$ cat src/rtl/note_seq_recorder.sv
// note_seq_recorder: records timed note segments into a small buffer and replays them once or looped
// Ports:
//   clk, rst_n       clock, asynchronous active-low reset
//   i_note_in        live note code from the key mapper
//   i_note_valid     one-cycle pulse, i_note_in just changed
//   i_rec_start      one-cycle pulse, begin a fresh recording
//   i_play_start     one-cycle pulse, begin playback (ignored when buffer empty)
//   i_stop           one-cycle pulse, abort to idle (flushes a pending segment when recording)
//   i_loop_en        level, wrap playback to the first entry at the end of the buffer
//   o_note_out       registered note code for note_division / display
//   o_recording      recording in progress
//   o_playing        playback in progress
//   o_full           buffer holds DEPTH entries
//   o_count          number of stored entries
module note_seq_recorder #(
  parameter int NOTE_W = 4,
  parameter logic [NOTE_W-1:0] REST_CODE = NOTE_W'(15),
  parameter int DEPTH = 16,
  parameter int DUR_W = 8,
  parameter int TICK_DIV = 1_000_000
) (
  input  logic                       clk,
  input  logic                       rst_n,
  input  logic [NOTE_W-1:0]          i_note_in,
  input  logic                       i_note_valid,
  input  logic                       i_rec_start,
  input  logic                       i_play_start,
  input  logic                       i_stop,
  input  logic                       i_loop_en,
  output logic [NOTE_W-1:0]          o_note_out,
  output logic                       o_recording,
  output logic                       o_playing,
  output logic                       o_full,
  output logic [$clog2(DEPTH+1)-1:0] o_count
);
  localparam int CW = $clog2(DEPTH + 1);
  localparam int PW = $clog2(DEPTH);
  localparam int TW = TICK_DIV > 1 ? $clog2(TICK_DIV) : 1;
  localparam logic [DUR_W-1:0] DMAX = '1;
  typedef enum logic [1:0] {S_IDLE, S_REC, S_PLAY} state_t;
  state_t r_state;
  logic [TW-1:0] r_tick_cnt;
  logic [PW-1:0] r_rd_ptr;
  logic [CW-1:0] r_count;
  logic [NOTE_W-1:0] r_cur, r_note_out;
  logic [DUR_W-1:0] r_dur, r_remain;
  logic [NOTE_W+DUR_W-1:0] r_mem [DEPTH];
  logic w_tick, w_wr_en, w_last;
  logic [PW-1:0] w_wr_ptr, w_nxt_ptr;
  logic [NOTE_W+DUR_W-1:0] w_wr_data, w_nxt_entry;
  always_comb begin
    w_tick = r_tick_cnt == TW'(TICK_DIV - 1);
    // stop flushes the pending segment; otherwise a note change closes it, or a
    // tick that would push dur to its maximum splits off a full-length segment
    w_wr_en = r_state == S_REC && r_count < CW'(DEPTH) &&
              (i_stop ? r_dur != '0 :
               !i_rec_start && (i_note_valid ? r_dur != '0 : w_tick && r_dur == DMAX - 1'b1));
    w_wr_data = {r_cur, (i_stop || i_note_valid) ? r_dur : DMAX};
    w_wr_ptr = PW'(r_count);
    w_last = CW'(r_rd_ptr) == r_count - 1'b1;
    w_nxt_ptr = w_last ? '0 : r_rd_ptr + 1'b1;
    w_nxt_entry = r_mem[w_nxt_ptr];
  end
  always_ff @(posedge clk)
    if (w_wr_en) r_mem[w_wr_ptr] <= w_wr_data;
  always_ff @(posedge clk or negedge rst_n) begin
    if (!rst_n) begin
      r_state <= S_IDLE;
      r_tick_cnt <= '0;
      r_rd_ptr <= '0;
      r_count <= '0;
      r_cur <= REST_CODE;
      r_dur <= '0;
      r_remain <= '0;
      r_note_out <= REST_CODE;
    end else begin
      r_tick_cnt <= w_tick ? '0 : r_tick_cnt + 1'b1;
      if (w_wr_en) r_count <= r_count + 1'b1;
      if (i_stop) begin
        r_state <= S_IDLE;
        r_note_out <= REST_CODE;
      end else if (i_rec_start) begin
        r_state <= S_REC;
        r_count <= '0;
        r_cur <= REST_CODE;
        r_dur <= '0;
        r_tick_cnt <= '0;
        r_note_out <= REST_CODE;
      end else begin
        case (r_state)
          S_IDLE:
            if (i_play_start && r_count != '0) begin
              r_state <= S_PLAY;
              r_rd_ptr <= '0;
              r_tick_cnt <= '0;
              {r_note_out, r_remain} <= r_mem[0];
            end
          S_REC: begin
            if (i_note_valid) begin
              r_cur <= i_note_in;
              r_dur <= '0;
              r_note_out <= i_note_in;
            end else if (w_tick) r_dur <= (r_dur == DMAX - 1'b1) ? '0 : r_dur + 1'b1;
            // the write that fills the buffer ends the recording
            if (w_wr_en && r_count == CW'(DEPTH - 1)) begin
              r_state <= S_IDLE;
              r_note_out <= REST_CODE;
            end
          end
          S_PLAY:
            if (w_tick) begin
              if (r_remain == DUR_W'(1)) begin
                if (w_last && !i_loop_en) begin
                  r_state <= S_IDLE;
                  r_note_out <= REST_CODE;
                end else begin
                  r_rd_ptr <= w_nxt_ptr;
                  {r_note_out, r_remain} <= w_nxt_entry;
                end
              end else r_remain <= r_remain - 1'b1;
            end
          default: r_state <= S_IDLE;
        endcase
      end
    end
  end
  assign o_note_out = r_note_out;
  assign o_recording = r_state == S_REC;
  assign o_playing = r_state == S_PLAY;
  assign o_full = r_count == CW'(DEPTH);
  assign o_count = r_count;
endmodule
$ cat config.mk
export PLATFORM = sky130hd
export DESIGN_NAME = note_seq_recorder
export DESIGN_NICKNAME = d
export VERILOG_FILES = /design/src/rtl/note_seq_recorder.sv
export SDC_FILE = /design/constraint.sdc
export NUM_CORES = 1
export LEC_CHECK = 0
export ABC_CLOCK_PERIOD_IN_PS = 5200
export CAP_MARGIN = 15
export CORE_ASPECT_RATIO = 2
export CORE_MARGIN = 3
export CORE_UTILIZATION = 25
export CTS_CLUSTER_DIAMETER = 30
export DETAILED_ROUTE_END_ITERATION = 12
export GPL_TIMING_DRIVEN = 0
export PLACE_DENSITY = 0.36
export SLEW_MARGIN = 30
export SYNTH_ARGS = -nofsm -noshare
export SYNTH_HDL_FRONTEND = slang
export SYNTH_SLANG_ARGS = --single-unit
export TNS_END_PERCENT = 100
$ cat constraint.sdc
create_clock -name clk -period 5.2 [get_ports clk]
set_clock_uncertainty 0.1 [all_clocks]
set_input_delay 0.52 -clock clk [delete_from_list [all_inputs] [get_ports clk]]
set_output_delay 0.52 -clock clk [all_outputs]
set_load 0.01 [all_outputs]
=== Word level (Yosys, flattened, before mapping) ===
Memory sizes are Yosys's and may differ from the RTL's.
Index checks and enable logic that the tools add are counted.

* Muxes and demuxes: 48
* Add/sub/neg operators: 6
* Eq/ne operators: 19
* Bitwise operators: 2
* Order comparisons: 1
* Reduce and logical (&&, ||, !) cells: 24

{| class="wikitable"
|+ Operators with widths
! kind !! number
|-
| $mux W20 || 5
|-
| $mux W8 || 10
|-
| $mux W4 || 15
|-
| $add A20 B1 Y20 const B || 1
|-
| $eq A20 B20 Y1 const B || 1
|-
| $ne A4 B3 Y1 const B || 4
|-
| $pmux W8 S2 || 1
|-
| $mux W5 || 3
|-
| $mux W2 || 7
|-
| $pmux W4 S3 || 1
|-
| $reduce_and A5 Y1 || 2
|-
| $reduce_bool A5 Y1 || 2
|-
| $add A8 B1 Y8 const B || 1
|-
| $eq A8 B1 Y1 const B || 1
|-
| $eq A8 B8 Y1 const B || 1
|-
| $pmux W4 S2 || 1
|-
| $reduce_bool A8 Y1 || 1
|-
| $sub A8 B1 Y8 const B || 1
|-
| $logic_and A1 B1 Y1 || 7
|-
| $reduce_and A7 Y1 || 1
|-
| $pmux W2 S3 || 1
|-
| $reduce_and A3 Y1 || 2
|-
| $reduce_and A6 Y1 || 1
|-
| $reduce_bool A2 Y1 || 3
|-
| 20 further kinds || 27
|}

* Word-level logic and storage cells: 109
* RAM bits: 192
* Input port bits: 11
* Flip-flop bits (word level): 55
* Output and inout port bits: 12
* Memories kept: 1

{| class="wikitable"
|+ Memories
! memory !! words !! width !! read ports !! clocked after memory_dff !! wr ports !! line !! text
|-
| r_mem || 16 || 12 || 2 || 0 || 1 || 47 || <nowiki>logic [NOTE_W+DUR_W-1:0] r_mem [DEPTH];</nowiki>
|}

=== Longest topological paths before layout ===
* Word-level depth: 11
* Mapped depth: 11
* Depth with buffers taken out: 10

=== Least setup slack after synthesis ===
No wires, ideal clock.

* Path kind: reg-to-reg
* Start point: register r_tick_cnt[7]
* End point: memory r_mem[7][0] (netlist name), enable pin
* Data arrival time: 2.833 ns
* Buffers on the path: 1
* Data required time: 4.745 ns
* Period minus slack after synthesis: 3.288 ns
* Stages on the path, launching flop included: 9
* Setup time: 0.355 ns
* Slack: 1.912 ns
* Cell sequence: dfrtp_1 -> or4_1 -> or4_4 -> o31ai_1 -> and3_1 -> clkbuf_1 -> nand2_1 -> nor2_1 -> and2_1

* Word-level cells in the longest chain between the ends: 8

{| class="wikitable"
|+ Ends and longest elaborated chain
! what !! line !! text
|-
| start: declaration || 42 || <nowiki>logic [TW-1:0] r_tick_cnt;</nowiki>
|-
| start signal: assignment || 77 || <nowiki>r_tick_cnt <= w_tick ? '0 : r_tick_cnt + 1'b1;</nowiki>
|-
| $eq A20 B20 Y1 || 52 || <nowiki>w_tick = r_tick_cnt == TW'(TICK_DIV - 1);</nowiki>
|-
| $logic_and A1 B1 Y1 || 57 || <nowiki>!i_rec_start && (i_note_valid ? r_dur != '0 : w_tick && r_dur == DMAX - 1'b1));</nowiki>
|-
| $mux W1 || 57 ||
|-
| $logic_and A1 B1 Y1 || 57 ||
|-
| $mux W1 || 56 || <nowiki>(i_stop ? r_dur != '0 :</nowiki>
|-
| $logic_and A1 B1 Y1 || 55 || <nowiki>w_wr_en = r_state == S_REC && r_count < CW'(DEPTH) &&</nowiki>
|-
| $mux W1 || 65 || <nowiki>if (w_wr_en) r_mem[w_wr_ptr] <= w_wr_data;</nowiki>
|-
| $mux W1 (implied by the code) || 65 ||
|-
| end: declaration || 47 ||
|}

Every way passes these cells.

=== Final worst setup path ===
* Start point: register r_rd_ptr[1]
* End point: register r_note_out[1] (netlist: o_note_out[1])

* Word-level cells in the longest chain between the ends: 9
* Elaborated cells on any way between the ends: 11
* Those cells by class: 1 x add/sub; 1 x eq/ne; 7 x mux; 1 x reduce/logical; 1 x memory

{| class="wikitable"
|+ Ends and longest elaborated chain
! what !! line !! text
|-
| start: declaration || 43 || <nowiki>logic [PW-1:0] r_rd_ptr;</nowiki>
|-
| start signal: assignment || 117 || <nowiki>r_rd_ptr <= w_nxt_ptr;</nowiki>
|-
| $add A4 B1 Y4 / $eq A4 B5 Y1 (equally long branches) || 61, 60 ||
|-
| $mux W4 || 61 || <nowiki>w_nxt_ptr = w_last ? '0 : r_rd_ptr + 1'b1;</nowiki>
|-
| $mem_v2 Z16 W12 || - ||
|-
| $mux W4 (*) || 113 || <nowiki>if (w_last && !i_loop_en) begin</nowiki>
|-
| $mux W4 (*) || 112 || <nowiki>if (r_remain == DUR_W'(1)) begin</nowiki>
|-
| $mux W4 (*) || 111 || <nowiki>if (w_tick) begin</nowiki>
|-
| $pmux W4 S3 (*) || 90 || <nowiki>case (r_state)</nowiki>
|-
| $mux W4 (*) || 82 || <nowiki>end else if (i_rec_start) begin</nowiki>
|-
| $mux W4 (*) || 79 || <nowiki>if (i_stop) begin</nowiki>
|-
| end signal: assignment || 96 || <nowiki>{r_note_out, r_remain} <= r_mem[0];</nowiki>
|-
| end signal: assignment || 102 || <nowiki>r_note_out <= i_note_in;</nowiki>
|-
| end signal: assignment || 118 || <nowiki>{r_note_out, r_remain} <= w_nxt_entry;</nowiki>
|-
| end: declaration || 45 || <nowiki>logic [NOTE_W-1:0] r_cur, r_note_out;</nowiki>
|}

Every way passes the cells marked *; elsewhere a longest branch is shown, timed or not. The select of a mux whose other input is x is not followed.
A chain may end at the register's enable or synchronous reset.

==> metrics.cfg <==
[logic_synthesis]
synthFlopType = edfxtp_1
synth_edf_count = 192
ys_seq_area_share_pct = 63.8
async_flop_share_pct = 22.3
syn_inst = 854
synth_area_mm2 = 0.0112
avgSynthCellArea_um2 = 13.1
ys.warnings.count = 0
synth_fp_nets = 880
synth-seq-cells = 247
synth.distinct_cells = 75

[worst_setup_path]
cp_max_fo = 10
critical_path_class = flop to flop
required_ns = 5.54
crit_arrival_ns = 5.27
start_kind = flop
cp-end-kind = flop

[global_route]
antenna_found_initial = 0
grt_pass1_wl_um = 58600
grt-ovfl-total = 0
grt_max_degree = 35
grt_usage_pct = 17.2
first_global_vias = 8140

[cts]
cts_tree = built
cts_buffers = 41
htreeDepth = 2
clock_latency_ns = 0.54
cts_buffer_depth = 3
clk_pin_slew_ns = 0.06
clock_sinks = 247
post_cts_buffers = 0
root_buffer = clkbuf_16

[die]
ios = 23
initial_core_util_pct = 25.4
dieArea_mm2 = 0.0476
die_w_um = 156
core_area_mm2 = 0.0442
die_h_um = 305
num_rows = 109

[sta]
tightest_slew_ns = 0.984
fmax_mhz = 203
slew_viol_final = 0
fin_crit_sh_pct = 94.8
slew_headroom_pct = 34.4
finalSetupViolCount = 0
setup_ws_ns = 0.271
rsz0062_at_grt = no
fin_crit_ns = 4.93
finalHoldViolCount = 0
hold-worst-slack_ns = 0.336

[placement]
dp_hpwl_um = 28800
io_buffers = 22
dpl_cell_area_mm2 = 0.0122
pre_cts_ws_ns = -0.190
gp_congestion = 0.805
dp.cells = 1435

[routing]
ant_nets = 0
drc = 0
drt_wl_total_um = 40700
drt_iter0_drc = 485
routed_via_density = 5.00
wl_per_cell_um = 26.9
dr.pass1.iters = 5
vias = 7559

[pwr]
power_frac_seq_pct = 41.7
finalPower_uw = 5560
power.share.clock_pct = 49.4
p_sw_share_pct = 25.3
internal_power_uw = 4150
leakage_uw = 0.00471
vdd_drop_max_mv = 0.186
powerDensity_mw_per_mm2 = 408
p_switching_uw = 1410
combinationalPowerShare_pct = 8.9

[min_path]
hold_path_class = input port to asynchronous set/reset pin

[layout]
drive_gt1_share_pct = 14.8
fillers = 4525
nets = 950
stdcell_count = 1512
area_delta_synth_final_pct = 21.8
num_antenna_cells = 0
design_area_mm2 = 0.0136

[run_status]
outcome = complete, no violations

[flow_run]
drv_cap = 0

## final cells by class
cell class	count	area (um2)	area share (%)
plain buffers	45	186	1.37
clock buffers	52	1170	8.59
clock inverters	24	223	1.63
inverters	26	97.6	0.715
multi-input cells	536	3830	28.1
flip-flops and latches	247	7150	52.4
well taps	555	694	5.09
repair buffers	27	285	2.09
## per-layer routing
metal | vias up | track usage, % | wire, um
li1 | 3414 | - | -
met1 | 3878 | 17.0 | 13700
met2 | 196 | 35.5 | 24500
met3 | 71 | 1.69 | 1080
met4 | 0 | 6.38 | 1480
met5 | - | 0 | 0
## worst max-delay path: stages (launching register included)
cell             delay (ns)
dfrtp_1                0.43
ha_1                   0.24
xor2_1                 0.34
clkbuf_1               0.62
clkdlybuf4s15_1        0.82
clkbuf_2               0.51
nand2_1                0.12
nand3_1                0.10
o311ai_0               0.13
o21ai_0                0.69
o311ai_0               0.42
a32oi_1                0.30
## through the flow
| stage | setup TNS (ns) | utilization [%] |
|---|---|---|
| detailed placement | -0.190 | 27.7 |
| global placement | -0.166 | 27.4 |
| finish | 0 | 30.9 |
| floorplan | 0 | - |
| CTS | 0 | 30.9 |
| global route | 0 | 30.9 |
## layout by cell type, fill, tap and decap left out, types with 13 or more instances in the layout
cell               n
a21oi_1           28
a31oi_1           17
and3_1            13
clkbuf_1          41
clkbuf_16         45
clkdlybuf4s50_1   21
dfrtp_1           47
edfxtp_1         192
ha_1              15
inv_1             25
mux2i_1           25
mux4_2            19
nand2_1           67
nand3_1           30
nor2_1            67
nor3_1            13
o21ai_0           34
o22ai_1           16
o31ai_1           14
xnor2_1           16
xor2_1            19
## worst paths after layout
check	from	endpoint	slack (ns)	cells after the start
max in group asynchronous	rst_n	r_tick_cnt[2]	4.13	3
hold / removal	rst_n	r_dur[2]	0.34	2
setup / recovery	r_rd_ptr[1]	o_note_out[1]	0.27	11
setup reg to reg	r_rd_ptr[1]	o_note_out[1]	0.27	11
min in group clk	r_tick_cnt[0]	r_tick_cnt[0]	0.38	1
hold reg to reg	r_tick_cnt[0]	r_tick_cnt[0]	0.38	1
## sequential cells by signal, indices dropped and copies added, names as in the netlist
| signal | count |
|---|---|
| r_tick_cnt | 20 |
| o_count | 5 |
| r_rd_ptr | 4 |
| r_remain | 8 |
| r_state | 2 |
| r_cur | 4 |
| o_note_out | 4 |
| r_mem | 192 |
| r_dur | 8 |
## logic make-up after synthesis
group / count (synthesis) / synth area share (%)
muxes: 53 / 6.96
xor gates and xnor gates: 36 / 2.95
and+or+nand+nor: 253 / 11.2
buffers and inverters: 71 / 2.43
AOI/OAI and AO/OA: 179 / 11.0
DFF: 247 / 63.8
adders and majority gates: 15 / 1.67
## power groups by stage
stage                     combinational (uW)  sequential (uW)  clock (uW)
final                                    497             2320        2750
after global routing                     540             2330        2880
after CTS                                503             2320        2820
after detailed placement                 500             2360           0
after global placement                   490             2360           0
after floorplan                          310             2310           0
## synth_stat cells, drive strengths merged, types with 19 or more instances
cell type,number,area (um2)
edfxtp,192,5770
nor2,68,255
nand2,67,251
dfrtp,47,1180
clkbuf,40,154
o21ai,38,190
nand3,31,168
a21oi,28,140
inv,25,93.8
mux2i,25,250
a31oi,19,119
mux4,19,428
xor2,19,166
## repair_timing
item | 4_1_cts | 5_1_grt
endpoints found under the hold margin | 13 | 0
hold buffers | 1 | 0
gates resized for setup | 2 | 0
setup endpoints to repair | 1 | 0
No activity file was read; power rests on OpenSTA's default activity.
